$ cat src/rtl/prod_accumulator.sv
// prod_accumulator: sums N_TERMS unsigned 8-bit products into an ACC_W-bit
// result with a valid/ready handshake on both sides. The result is held
// until the consumer takes it.
// Optional feature macro: PROD_ACC_SAT_EN. When it is defined, overflowing
// adds saturate at 2^ACC_W-1. When it is undefined, overflowing adds wrap.
// out_ovf flags overflow in both builds.
module prod_accumulator #(
   parameter int ACC_W   = 16,
   parameter int N_TERMS = 4
) (
   input  logic             clk,
   input  logic             rst_n,
   input  logic             in_valid,
   input  logic [7:0]       in_prod,
   output logic             in_ready,
   output logic             out_valid,
   input  logic             out_ready,
   output logic [ACC_W-1:0] out_sum,
   output logic             out_ovf
);

   typedef enum logic [1:0] {IDLE, ACCUM, HOLD} state_t;

   localparam logic [7:0] CNT_LAST = 8'(N_TERMS);

   state_t           state_q, state_d;
   logic [ACC_W-1:0] acc_q, acc_d;
   logic [7:0]       cnt_q, cnt_d;
   logic             ovf_q, ovf_d;
   logic             in_ready_q, in_ready_d;
   logic             out_valid_q, out_valid_d;

   logic [ACC_W:0]   sum_ext;
   logic [7:0]       cnt_inc;
   logic             carry;
   logic             xfer;
   logic             take;

   assign xfer = in_valid & in_ready_q;
   assign take = out_valid_q & out_ready;

   // Next-state logic: accumulate accepted products, then park in HOLD
   // until the result is taken.
   always_comb begin
      state_d = state_q;
      acc_d   = acc_q;
      cnt_d   = cnt_q;
      ovf_d   = ovf_q;
      sum_ext = {1'b0, acc_q} + (ACC_W+1)'(in_prod);
      carry   = sum_ext[ACC_W];
      cnt_inc = cnt_q + 8'd1;
      case (state_q)
         IDLE, ACCUM: begin
            if (xfer) begin
`ifdef PROD_ACC_SAT_EN
               acc_d = carry ? {ACC_W{1'b1}} : sum_ext[ACC_W-1:0];
`else
               acc_d = sum_ext[ACC_W-1:0];
`endif
               ovf_d   = ovf_q | carry;
               cnt_d   = cnt_inc;
               state_d = (cnt_inc == CNT_LAST) ? HOLD : ACCUM;
            end
         end
         HOLD: begin
            if (take) begin
               state_d = IDLE;
               acc_d   = '0;
               cnt_d   = '0;
               ovf_d   = 1'b0;
            end
         end
         default: state_d = IDLE;
      endcase
      // Handshake outputs are registered copies of the next state, so that
      // out_ready has no combinational path to in_ready.
      in_ready_d  = (state_d != HOLD);
      out_valid_d = (state_d == HOLD);
   end

   // State and registered outputs. The reset is synchronous.
   always_ff @(posedge clk) begin
      if (!rst_n) begin
         state_q     <= IDLE;
         acc_q       <= '0;
         cnt_q       <= '0;
         ovf_q       <= 1'b0;
         in_ready_q  <= 1'b0;
         out_valid_q <= 1'b0;
      end else begin
         state_q     <= state_d;
         acc_q       <= acc_d;
         cnt_q       <= cnt_d;
         ovf_q       <= ovf_d;
         in_ready_q  <= in_ready_d;
         out_valid_q <= out_valid_d;
      end
   end

   assign in_ready  = in_ready_q;
   assign out_valid = out_valid_q;
   assign out_sum   = acc_q;
   assign out_ovf   = ovf_q;

endmodule

$ cat config.mk
export PLATFORM = sky130hd
export DESIGN_NAME = prod_accumulator
export DESIGN_NICKNAME = d
export VERILOG_FILES = /design/src/rtl/prod_accumulator.sv
export SDC_FILE = /design/constraint.sdc
export NUM_CORES = 1
export LEC_CHECK = 0
export CORE_MARGIN = 2
export CORE_UTILIZATION = 35
export CTS_CLUSTER_DIAMETER = 50
export DETAILED_ROUTE_END_ITERATION = 8
export PLACE_DENSITY = 0.68
export SLEW_MARGIN = 20
export SYNTH_ARGS = -nofsm -noshare
export SYNTH_HDL_FRONTEND = slang
export SYNTH_SLANG_ARGS = --single-unit
$ cat constraint.sdc
create_clock -name clk -period 4.29 [get_ports clk]
set_input_delay 0.858 -clock clk [delete_from_list [all_inputs] [get_ports clk]]
set_output_delay 0.858 -clock clk [all_outputs]
set_load 0.02 [all_outputs]
---- Word-level counts from Yosys, hierarchy flattened ----
Index checks and enable logic that the tools add are counted.
operators by class
  reduce and logical (&&, ||, !) cells .... 4
  eq/ne operators ......................... 7
  bitwise operators ....................... 3
  $add $sub $neg .......................... 2
  mux-type cells .......................... 13
operator list
  kind                                                                    number
  16-bit two-way mux                                                      2
  16-bit one-hot mux with 2 select lines                                  1
  16-bit by 8-bit adder with 17-bit output                                1
  8-bit two-way mux                                                       2
  8-bit one-hot mux with 2 select lines                                   1
  8-bit by 1-bit adder with 8-bit output (second input constant)          1
  8-bit by 3-bit equality test with 1-bit output (second input constant)  1
  2-bit two-way mux                                                       3
  2-bit inequality test (second input constant)                           3
  2-bit equality test (second input constant)                             2
  2-bit one-hot mux with 2 select lines                                   1
  3-bit AND reduction                                                     1
  1-bit AND                                                               2
  2-bit by 1-bit equality test with 1-bit output (second input constant)  1
  2-bit logical NOT                                                       1
  1-bit two-way mux                                                       2
  1-bit one-hot mux with 2 select lines                                   1
  2-bit nonzero test                                                      1
  2-bit OR reduction                                                      1
  1-bit bitwise OR                                                        1
storage, ports and cells
  logic and storage cells ................. 35
  register bits ........................... 29

---- Logic depth before layout (Yosys ltp) ----
Gate-level depths: netlist of run 1.
  depth after elaboration ................. 6
  mapped depth ............................ 7

---- Worst setup path after synthesis of run 1 ----
No wires, ideal clock.
  kind .................................... input-to-reg
  start ................................... input in_prod[0]
  end ..................................... register acc_q[10], in the netlist out_sum[10]
  stages .................................. 7
  setup slack ............................. 1.931 ns
  buffers on the path ..................... 0
  data required time ...................... 4.170 ns
  data arrival time ....................... 2.239 ns
  cells stage by stage .................... ha_1 > fa_1 > a211oi_1 > o211ai_1 > nand4b_1 > xor2_1 > nor2_1
on the way
  longest elaborated chain between the ends .. 3
RTL lines
  item                                      line  source
  start, declared                           14    input logic [7:0] in_prod,
  16-bit by 8-bit adder with 17-bit output  49    sum_ext = {1'b0, acc_q} + (ACC_W+1)'(in_prod);
  16-bit two-way mux                        54    if (xfer) begin
  16-bit one-hot mux with 2 select lines    52    case (state_q)
  end signal, assigned                      85    acc_q <= '0;
  end signal, assigned                      92    acc_q <= acc_d;
  end, declared                             27    logic [ACC_W-1:0] acc_q, acc_d;
Every way passes these cells. The select of a mux whose other input is x is not followed.
A chain may end at the register's enable or synchronous reset.

---- Final worst setup path of run 1 ----
Ends and elaborated chain as after synthesis.

==> results of run 1 <==
-- metal layers --
layer / GRT usage (%) / vias to the layer above / wire, um
li1: - / 745 / -
met1: 16.5 / 661 / 1630
met2: 23.1 / 25 / 1640
met3: 4.53 / 2 / 147
met4: 3.09 / 0 / 8
met5: 0 / - / 0
-- per-stage QoR --
step | setup slack (ns) | instances
floorplan | 1.93 | 188
global placement | 1.34 | 267
detailed placement | 1.33 | 267
CTS | 1.61 | 275
global route | 1.44 | 275
finish | 1.61 | 275
-- sequential cells by signal, indices dropped and copies added (netlist names) --
register   count
out_ovf        1
state_q        2
cnt_q          8
out_valid      1
out_sum       16
in_ready       1
-- worst reg2reg max path, delay by kind of cell, from the launching register on --
kind                       cells  cell delay (ns)
xor gates and xnor gates       1             0.16
adders and majority gates      2             0.64
AOI/OAI and AO/OA              2             0.53
and+or+nand+nor                2             0.23
DFF                            1             0.33
-- path summary, 6_finish.rpt --
path,from,to,slack (ns),cells after the start
setup reg to reg,out_sum[0],out_sum[10],2.29,7
hold / removal,out_ovf,out_ovf,0.46,2
hold reg to reg,out_ovf,out_ovf,0.46,2
setup / recovery,in_prod[0],out_sum[10],1.61,8
-- cell usage in the layout (no fill, tap or decap), drive strengths merged, types with 2 or more instances in the layout --
cell type      instances
and2                   4
o31ai                  2
nand3b                 4
a21boi                 3
o211ai                 3
nor2b                  9
a21o                   4
nand2                 16
clkbuf                 7
inv                    3
a211oi                 3
o21ai                  8
nor2                  14
ha                    10
nand2b                 2
a21oi                 13
a22oi                  5
clkdlybuf4s50         30
nand3                 10
dfxtp                 29
xnor2                  8
nor3                   4
nand4                  4
nand4b                 4
xor2                   7
nor4b                  2
-- cell families (layout without fill, tap and decap cells) --
kind of cell             count (synthesis)  in the layout  share of synthesized area (%)
AO/OA/AOI/OAI                           47             47                           19.3
XOR/XNOR                                15             15                           7.82
adder cells (fa/ha/maj)                 11             11                           8.64
buffers and inverters                    8             41                           2.91
flip-flops                              29             29                           34.6
multiplexers                             1              1                          0.596
AND/OR/NAND/NOR                         77             77                           26.2
-- power groups by stage --
stage               sequential, mW  clock (mW)  combinational, mW
global placement             0.290           0              0.104
floorplan                    0.296           0             0.0634
detailed placement           0.290           0              0.105
CTS                          0.284       0.253              0.105
finish                       0.284       0.248              0.105
global route                 0.285       0.266              0.116
-- cell type report --
| class | instances | area [um^2] |
|---|---|---|
| inverters | 3 | 11.3 |
| repair buffers | 30 | 300 |
| clock inverters | 1 | 5.00 |
| fillers | 466 | 2550 |
| clock buffers | 7 | 96.3 |
| multi-input cells | 151 | 1050 |
| flip-flops and latches | 29 | 581 |
| well taps | 54 | 67.6 |
==> flow_metrics.py, run 1 <==
metrics = {
    "clock_network": {
        "cts_tree": "done",
        "clk_path_buf_depth": 2,
        "cts_buffers": 5,
        "cts.sinks": 29,
        "root_buffer": "clkbuf_8",
        "cts_setup_buffers": 0,
        "clk-insertion-delay-late_ns": 0.28,
        "post_cts_resize_count": 0,
        "hold_buffers": 0,
        "htreeDepth": 2,
        "cts.clk_slew.worst_paths_ns": 0.06,
    },
    "placed_design": {
        "gp_congestion": 0.848,
        "dp_hpwl_um": 2540,
        "dpl-instance-area_mm2": 0.00201,
        "io_buffers": 30,
    },
    "synthesis": {
        "synth_ff_type": "dfxtp_1",
        "synth.net_count": 211,
        "syn_inst": 188,
        "yosys.area.top_type_share_pct": 34.6,
        "synth_area_leaders": "dfxtp_1, ha_1, xnor2_1",
        "ys_warn_count": 0,
        "synthTopCellsByCount": "dfxtp_1, nand2_1, nor2_1",
        "synth_top_area_cell": "dfxtp_1",
        "synthDistinctLibCells": 44,
        "ys_seq_elements": 29,
        "synth.avg_cell_area_um2": 8.93,
        "synth_edf_count": 0,
        "async_flop_share_pct": 0,
        "synth_seq_area_share_pct": 34.6,
        "synthesis.area_mm2": 0.00168,
        "synth_most_common_cell": "dfxtp_1",
    },
    "pwr": {
        "switching_share_pct": 26.1,
        "switching_power_uw": 166,
        "ir_drop_v": 0.000133,
        "p_per_area_mw_per_mm2": 302,
        "seq_power_share_pct": 44.6,
        "power.leakage_nw": 0.802,
        "power_uw": 637,
        "combPwrFrac_pct": 16.4,
        "p_int_uw": 470,
        "p_clk_share_pct": 38.9,
    },
    "sta": {
        "worst_hold_slack_ns": 0.462,
        "slew_headroom_pct": 42.5,
        "period_needed_ns": 2.68,
        "hold_viol": 0,
        "skew_ns": 0.00386,
        "worst_pin_slew_ns": 0.859,
        "period_share_pct": 62.4,
        "setup_viol": 0,
        "rsz0062_at_grt": "no",
        "setup_tns_ns": 0,
        "slew_viol_final": 0,
        "max_freq_ghz": 0.374,
    },
    "worst_setup_path": {
        "endpoint_kind": "register",
        "cpLargestDelayFamily": "adder cells",
        "required_ns": 4.45,
        "arrival_ns": 2.84,
        "critPathMaxFanout": 5,
        "crit_slowest_cell": "fa_1",
        "path_buf_inv": 1,
        "path_cells": "clkdlybuf4s50_1 -> ha_1 -> fa_1 -> a211oi_1 -> o211ai_1 -> nand4b_1 -> xor2_1 -> nor2_1",
        "crit_path_start_kind": "input pin",
        "max_stage_delay_ns": 0.43,
        "crit_type": "input pin to register",
    },
    "grt": {
        "grtUsageTotal_pct": 13.6,
        "overflow": 0,
        "grt_pass1_vias": 1302,
        "antenna_found_initial": 0,
        "grt_pass1_wl_um": 5690,
        "grt_max_degree": 26,
    },
    "routing": {
        "wl_per_cell_um": 12.4,
        "finalWirelength_um": 3420,
        "vias_per_cell": 5.21,
        "drc": 0,
        "ant_nets": 0,
        "dr.pass1.iters": 4,
        "drtIter0Drc": 55,
        "via_count": 1433,
    },
    "floorplan": {
        "initial_core_util_pct": 36.0,
        "dieArea_mm2": 0.00537,
        "die_h_um": 73.3,
        "die_w_um": 73.3,
        "core_mm2": 0.00466,
        "ioPinCount": 31,
        "row_count": 25,
    },
    "cells_and_area": {
        "antennaDiodeCount": 0,
        "finalCoreUtilization_pct": 45.3,
        "drive_gt1_share_pct": 7.69,
        "final_nets": 243,
        "final_cell_area_mm2": 0.00211,
        "area_delta_synth_final_pct": 25.7,
    },
    "run": {
        "max-cap-violations": 0,
    },
    "run_status": {
        "status": "complete, no violations",
    },
    "hold_path": {
        "min_path_type": "register to register",
    },
}
Note: power is estimated with default switching activity, not from simulation.
==> inputs of run 2 (changes only) <==
==> constraint.sdc (replaced) <==
create_clock -name clk -period 2.6 [get_ports clk]
set_input_delay 0.52 -clock clk [delete_from_list [all_inputs] [get_ports clk]]
set_output_delay 0.52 -clock clk [all_outputs]
set_load 0.02 [all_outputs]
==> flow_metrics.py, run 2 (same netlist as run 1, synthesis figures left out) <==
metrics = {
    "placed_design": {
        "place_ws_ns": -0.0344,
        "io_buffers": 30,
        "dp_hpwl_um": 2670,
        "gp_congestion": 0.877,
    },
    "cells_and_area": {
        "drive_gt1_share_pct": 9.69,
        "antennaDiodeCount": 0,
        "largest_register_ffs": 16,
        "layout_commonest_cell": "clkdlybuf4s50_1",
        "area_delta_synth_final_pct": 27.9,
        "final_nets": 250,
        "final_cell_mix": "clkdlybuf4s50_1, dfxtp_1, nand2_1",
    },
    "clock_network": {
        "cts.sinks": 29,
        "htreeDepth": 2,
        "clk-insertion-delay-late_ns": 0.27,
        "hold_buffers": 0,
        "cts_buffers": 5,
        "root_buffer": "clkbuf_8",
        "cts_setup_buffers": 0,
        "cts_tree": "done",
        "cts.clk_slew.worst_paths_ns": 0.06,
        "clk_path_buf_depth": 2,
        "post_cts_resize_count": 0,
    },
    "sta": {
        "rsz0062_at_grt": "no",
        "slew_headroom_pct": 59.8,
        "worst_hold_slack_ns": 0.454,
        "hold_viol": 0,
        "worst_pin_slew_ns": 0.601,
        "period_share_pct": 90.5,
        "setup_viol": 0,
        "slew_viol_final": 0,
        "setup_tns_ns": 0,
        "skew_ns": 0.00478,
        "period_needed_ns": 2.35,
        "max_freq_ghz": 0.425,
        "timing.final.ws_setup_ns": 0.248,
    },
    "worst_setup_path": {
        "reg2reg_depth": 7,
        "endpoint_kind": "register",
        "required_ns": 2.76,
        "critPathMaxFanout": 5,
        "crit_type": "input pin to register",
        "arrival_ns": 2.51,
        "crit_path_start_kind": "input pin",
    },
    "grt": {
        "overflow": 0,
        "grt_max_degree": 18,
        "grt_pass1_vias": 1443,
        "antenna_found_initial": 0,
        "grtUsageTotal_pct": 14.8,
        "grt_pass1_wl_um": 6200,
    },
    "routing": {
        "dr.pass1.iters": 4,
        "vias_per_cell": 5.21,
        "via_count": 1463,
        "drtIter0Drc": 62,
        "drc": 0,
        "wl_per_cell_um": 12.5,
        "finalWirelength_um": 3520,
        "ant_nets": 0,
    },
    "hold_path": {
        "hold-path-cell-count": 2,
        "min_path_type": "register to register",
    },
    "floorplan": {
        "initial_core_util_pct": 36.0,
        "core_mm2": 0.00466,
        "die_h_um": 73.3,
        "row_count": 25,
        "ioPinCount": 31,
        "dieArea_mm2": 0.00537,
        "die_w_um": 73.3,
    },
    "pwr": {
        "power_mw": 1.02,
        "p_per_area_mw_per_mm2": 474,
        "power.leakage_nw": 0.825,
        "ir_drop_v": 0.000178,
    },
    "run_status": {
        "status": "complete, no violations",
    },
    "run": {
        "max-cap-violations": 0,
    },
}
-- run 2: changes by cell type in the layout (fill, tap and decap cells not counted), sizes merged --
cell / delta
buf: +7
clkinv: -1
-- run 2: per-layer routing --
layer | vias up | share of wire (%) | global-route usage [%]
li1 | 762 | - | -
met2 | 27 | 46 | 25.2
met5 | - | 0 | 0
met4 | 0 | 1.9 | 6.79
met3 | 7 | 3.6 | 3.02
met1 | 667 | 48 | 17.8
-- run 2: area by class of cell --
type                    count  area, um^2
clock buffers               7        86.3
multi-input cells         151        1050
flip-flops and latches     29         581
inverters                   3        11.3
well taps                  54        67.6
repair buffers             37         353
fillers                   464        2510
-- run 2: worst paths after layout --
check	start	endpoint	slack, ns
setup reg to reg	out_sum[0]	out_sum[10]	0.58
hold reg to reg	out_ovf	out_ovf	0.45
hold / removal	out_ovf	out_ovf	0.45
setup / recovery	in_prod[0]	out_sum[10]	0.25
-- run 2: critical path: stages --
cell and delay, ns:
clkdlybuf4s50_1 0.40, ha_1 0.22, fa_1 0.40, a211oi_1 0.31
o211ai_1 0.24, nand4b_1 0.19, xor2_1 0.17, nor2_1 0.05
-- run 2: per-stage QoR --
stage                     utilization (%)  instance area (um^2)  instances
after CTS                            46.1                  2150        281
after detailed placement             44.2                  2060        274
after global placement               44.2                  2060        274
final                                46.1                  2150        281
after floorplan                         -                  1680        188
after global routing                 46.1                  2150        281
-- run 2: power by group --
| part | leakage, nW | switching (mW) | internal, mW |
|---|---|---|---|
| sequential | 0.235 | 0.0118 | 0.457 |
| combinational | 0.545 | 0.0952 | 0.0868 |
| clock | 0.0443 | 0.158 | 0.209 |
==> inputs of run 3 (changes only) <==
--- a/config.mk
+++ b/config.mk
@@ -5,11 +5,13 @@
 export SDC_FILE = /design/constraint.sdc
 export NUM_CORES = 1
 export LEC_CHECK = 0
+export CELL_PAD_IN_SITES_DETAIL_PLACEMENT = 1
+export CELL_PAD_IN_SITES_GLOBAL_PLACEMENT = 2
 export CORE_MARGIN = 2
-export CORE_UTILIZATION = 35
+export CORE_UTILIZATION = 31
 export CTS_CLUSTER_DIAMETER = 50
 export DETAILED_ROUTE_END_ITERATION = 8
-export PLACE_DENSITY = 0.68
+export PLACE_DENSITY = 0.89
 export SLEW_MARGIN = 20
 export SYNTH_ARGS = -nofsm -noshare
 export SYNTH_HDL_FRONTEND = slang
==> constraint.sdc (replaced) <==
create_clock -name clk -period 2.4 [get_ports clk]
set_input_delay 0.48 -clock clk [delete_from_list [all_inputs] [get_ports clk]]
set_output_delay 0.48 -clock clk [all_outputs]
set_load 0.02 [all_outputs]
==> flow_metrics.py, run 3 (same netlist as run 1, synthesis figures left out) <==
metrics = {
    "run_status": {
        "status": "complete, no violations",
    },
    "floorplan": {
        "row_count": 26,
        "die_w_um": 77.6,
        "dieArea_mm2": 0.00602,
        "ioPinCount": 31,
        "core_mm2": 0.00517,
        "die_h_um": 77.6,
        "initial_core_util_pct": 32.5,
    },
    "sta": {
        "max_freq_ghz": 0.448,
        "setup_tns_ns": 0,
        "rsz0062_at_grt": "no",
        "hold_viol": 0,
        "setup_viol": 0,
        "slew_viol_final": 0,
        "skew_ns": 0.00810,
        "slew_headroom_pct": 64.6,
        "worst_pin_slew_ns": 0.529,
        "period_share_pct": 93.1,
        "period_needed_ns": 2.23,
    },
    "cells_and_area": {
        "largest_register_ffs": 16,
        "antennaDiodeCount": 0,
        "layout_commonest_cell": "clkdlybuf4s50_1",
        "final.fill_count": 609,
        "area_delta_synth_final_pct": 35.2,
        "final_nets": 259,
        "final_cell_area_mm2": 0.00227,
        "drive_gt1_share_pct": 13.9,
        "final_cell_mix": "clkdlybuf4s50_1, dfxtp_1, nand2_1, buf_4, nor2_1",
    },
    "worst_setup_path": {
        "cpLargestDelayFamily": "adder cells",
        "rrSetupSlack_ns": 0.44,
        "crit_slowest_cell": "clkdlybuf4s50_1",
        "arrival_ns": 2.42,
        "crit_path_start_kind": "input pin",
        "path_cells": "clkdlybuf4s50_1 -> ha_1 -> fa_1 -> a211oi_2 -> o211ai_1 -> nand4_1 -> xor2_1 -> nor2_1",
        "required_ns": 2.58,
        "crit_type": "input pin to register",
        "max_stage_delay_ns": 0.41,
        "critPathMaxFanout": 5,
        "endpoint_kind": "register",
        "path_buf_inv": 1,
    },
    "pwr": {
        "switching_power_uw": 332,
        "seq_power_share_pct": 39.8,
        "power_mw": 1.28,
        "p_clk_share_pct": 42.3,
        "p_per_area_mw_per_mm2": 562,
        "p_int_uw": 946,
        "ir_drop_v": 0.000288,
        "power.leakage_nw": 0.885,
        "switching_share_pct": 26.0,
        "combPwrFrac_pct": 17.9,
    },
    "routing": {
        "via_count": 1554,
        "finalWirelength_um": 4420,
        "drc": 0,
        "drtIter0Drc": 57,
        "wl_per_cell_um": 14.4,
        "vias_per_cell": 5.06,
        "dr.pass1.iters": 4,
        "ant_nets": 0,
    },
    "placed_design": {
        "gp_congestion": 0.761,
        "dpl-instance-area_mm2": 0.00215,
        "io_buffers": 30,
        "dp_hpwl_um": 3260,
    },
    "clock_network": {
        "root_buffer": "clkbuf_8",
        "clk_path_buf_depth": 2,
        "cts_tree": "done",
        "clk-insertion-delay-late_ns": 0.29,
        "cts_buffers": 5,
        "cts.sinks": 29,
        "htreeDepth": 2,
        "hold_buffers": 0,
        "cts.clk_slew.worst_paths_ns": 0.07,
    },
    "grt": {
        "antenna_found_initial": 0,
        "overflow": 0,
        "grt_pass1_vias": 1497,
        "grt_pass1_wl_um": 7400,
        "grtUsageTotal_pct": 15.7,
        "grt_max_degree": 16,
    },
    "run": {
        "max-cap-violations": 0,
    },
    "hold_path": {
        "min_path_type": "register to register",
    },
}
run 3: path summary, 6_finish.rpt:
| check | start | end | cells past startpoint |
|---|---|---|---|
| worst max-delay path | in_prod[0] | out_sum[14] | 8 |
| worst min-delay path | out_ovf | out_ovf | 2 |
| worst max register to register | out_sum[5] | out_sum[8] | 7 |
| worst min register to register | out_ovf | out_ovf | 2 |
run 3: timing repair:
item                                    in CTS  in global routing
gates resized for setup                      0                  1
endpoints found under the hold margin        0                  0
setup buffers                                0                  0
endpoints found under the setup margin       0                  4
run 3: area by class of cell:
class	instances	area, um^2	area share [%]
sequential	29	581	25.6
timing repair buffer	46	420	18.5
tap	70	87.6	3.86
multi-input combinational	151	1050	46.4
inverter	3	11.3	0.496
clock buffer	7	86.3	3.80
clock inverter	1	30.0	1.32
run 3: power groups by stage:
stage | combinational (mW) | sequential [mW] | clock, mW
after floorplan | 0.113 | 0.530 | 0
after global placement | 0.221 | 0.518 | 0
after detailed placement | 0.223 | 0.519 | 0
after CTS | 0.229 | 0.508 | 0.547
after global routing | 0.252 | 0.510 | 0.576
final | 0.229 | 0.508 | 0.540
run 3: metrics by stage:
stage | std cells | util, % | hold WS [ns] | worst slack, ns
after floorplan | 188 | - | 0.458 | 0.419
after global placement | 299 | 41.6 | 0.444 | -0.162
after detailed placement | 299 | 41.6 | 0.453 | -0.197
after CTS | 307 | 43.8 | 0.472 | 0.0927
after global routing | 307 | 43.9 | 0.498 | 0.0229
final | 307 | 43.9 | 0.460 | 0.167
run 3: layer usage:
metal  vias up  part of all wire, %  global-route usage (%)
met3         7                  3.8                    4.77
met2        22                   50                    25.6
li1        777                    -                       -
met1       748                   45                    19.4
met4         0                  1.6                    6.25
met5         -                    0                       0
run 3: worst register-to-register path: cells and delay by family, from the launching register on:
kind	cells	cell delay [ns]
AOI/OAI and AO/OA	2	0.60
xor gates and xnor gates	1	0.18
adders and majority gates	1	0.38
buffers and inverters	1	0.15
DFF	1	0.33
and+or+nand+nor	2	0.22
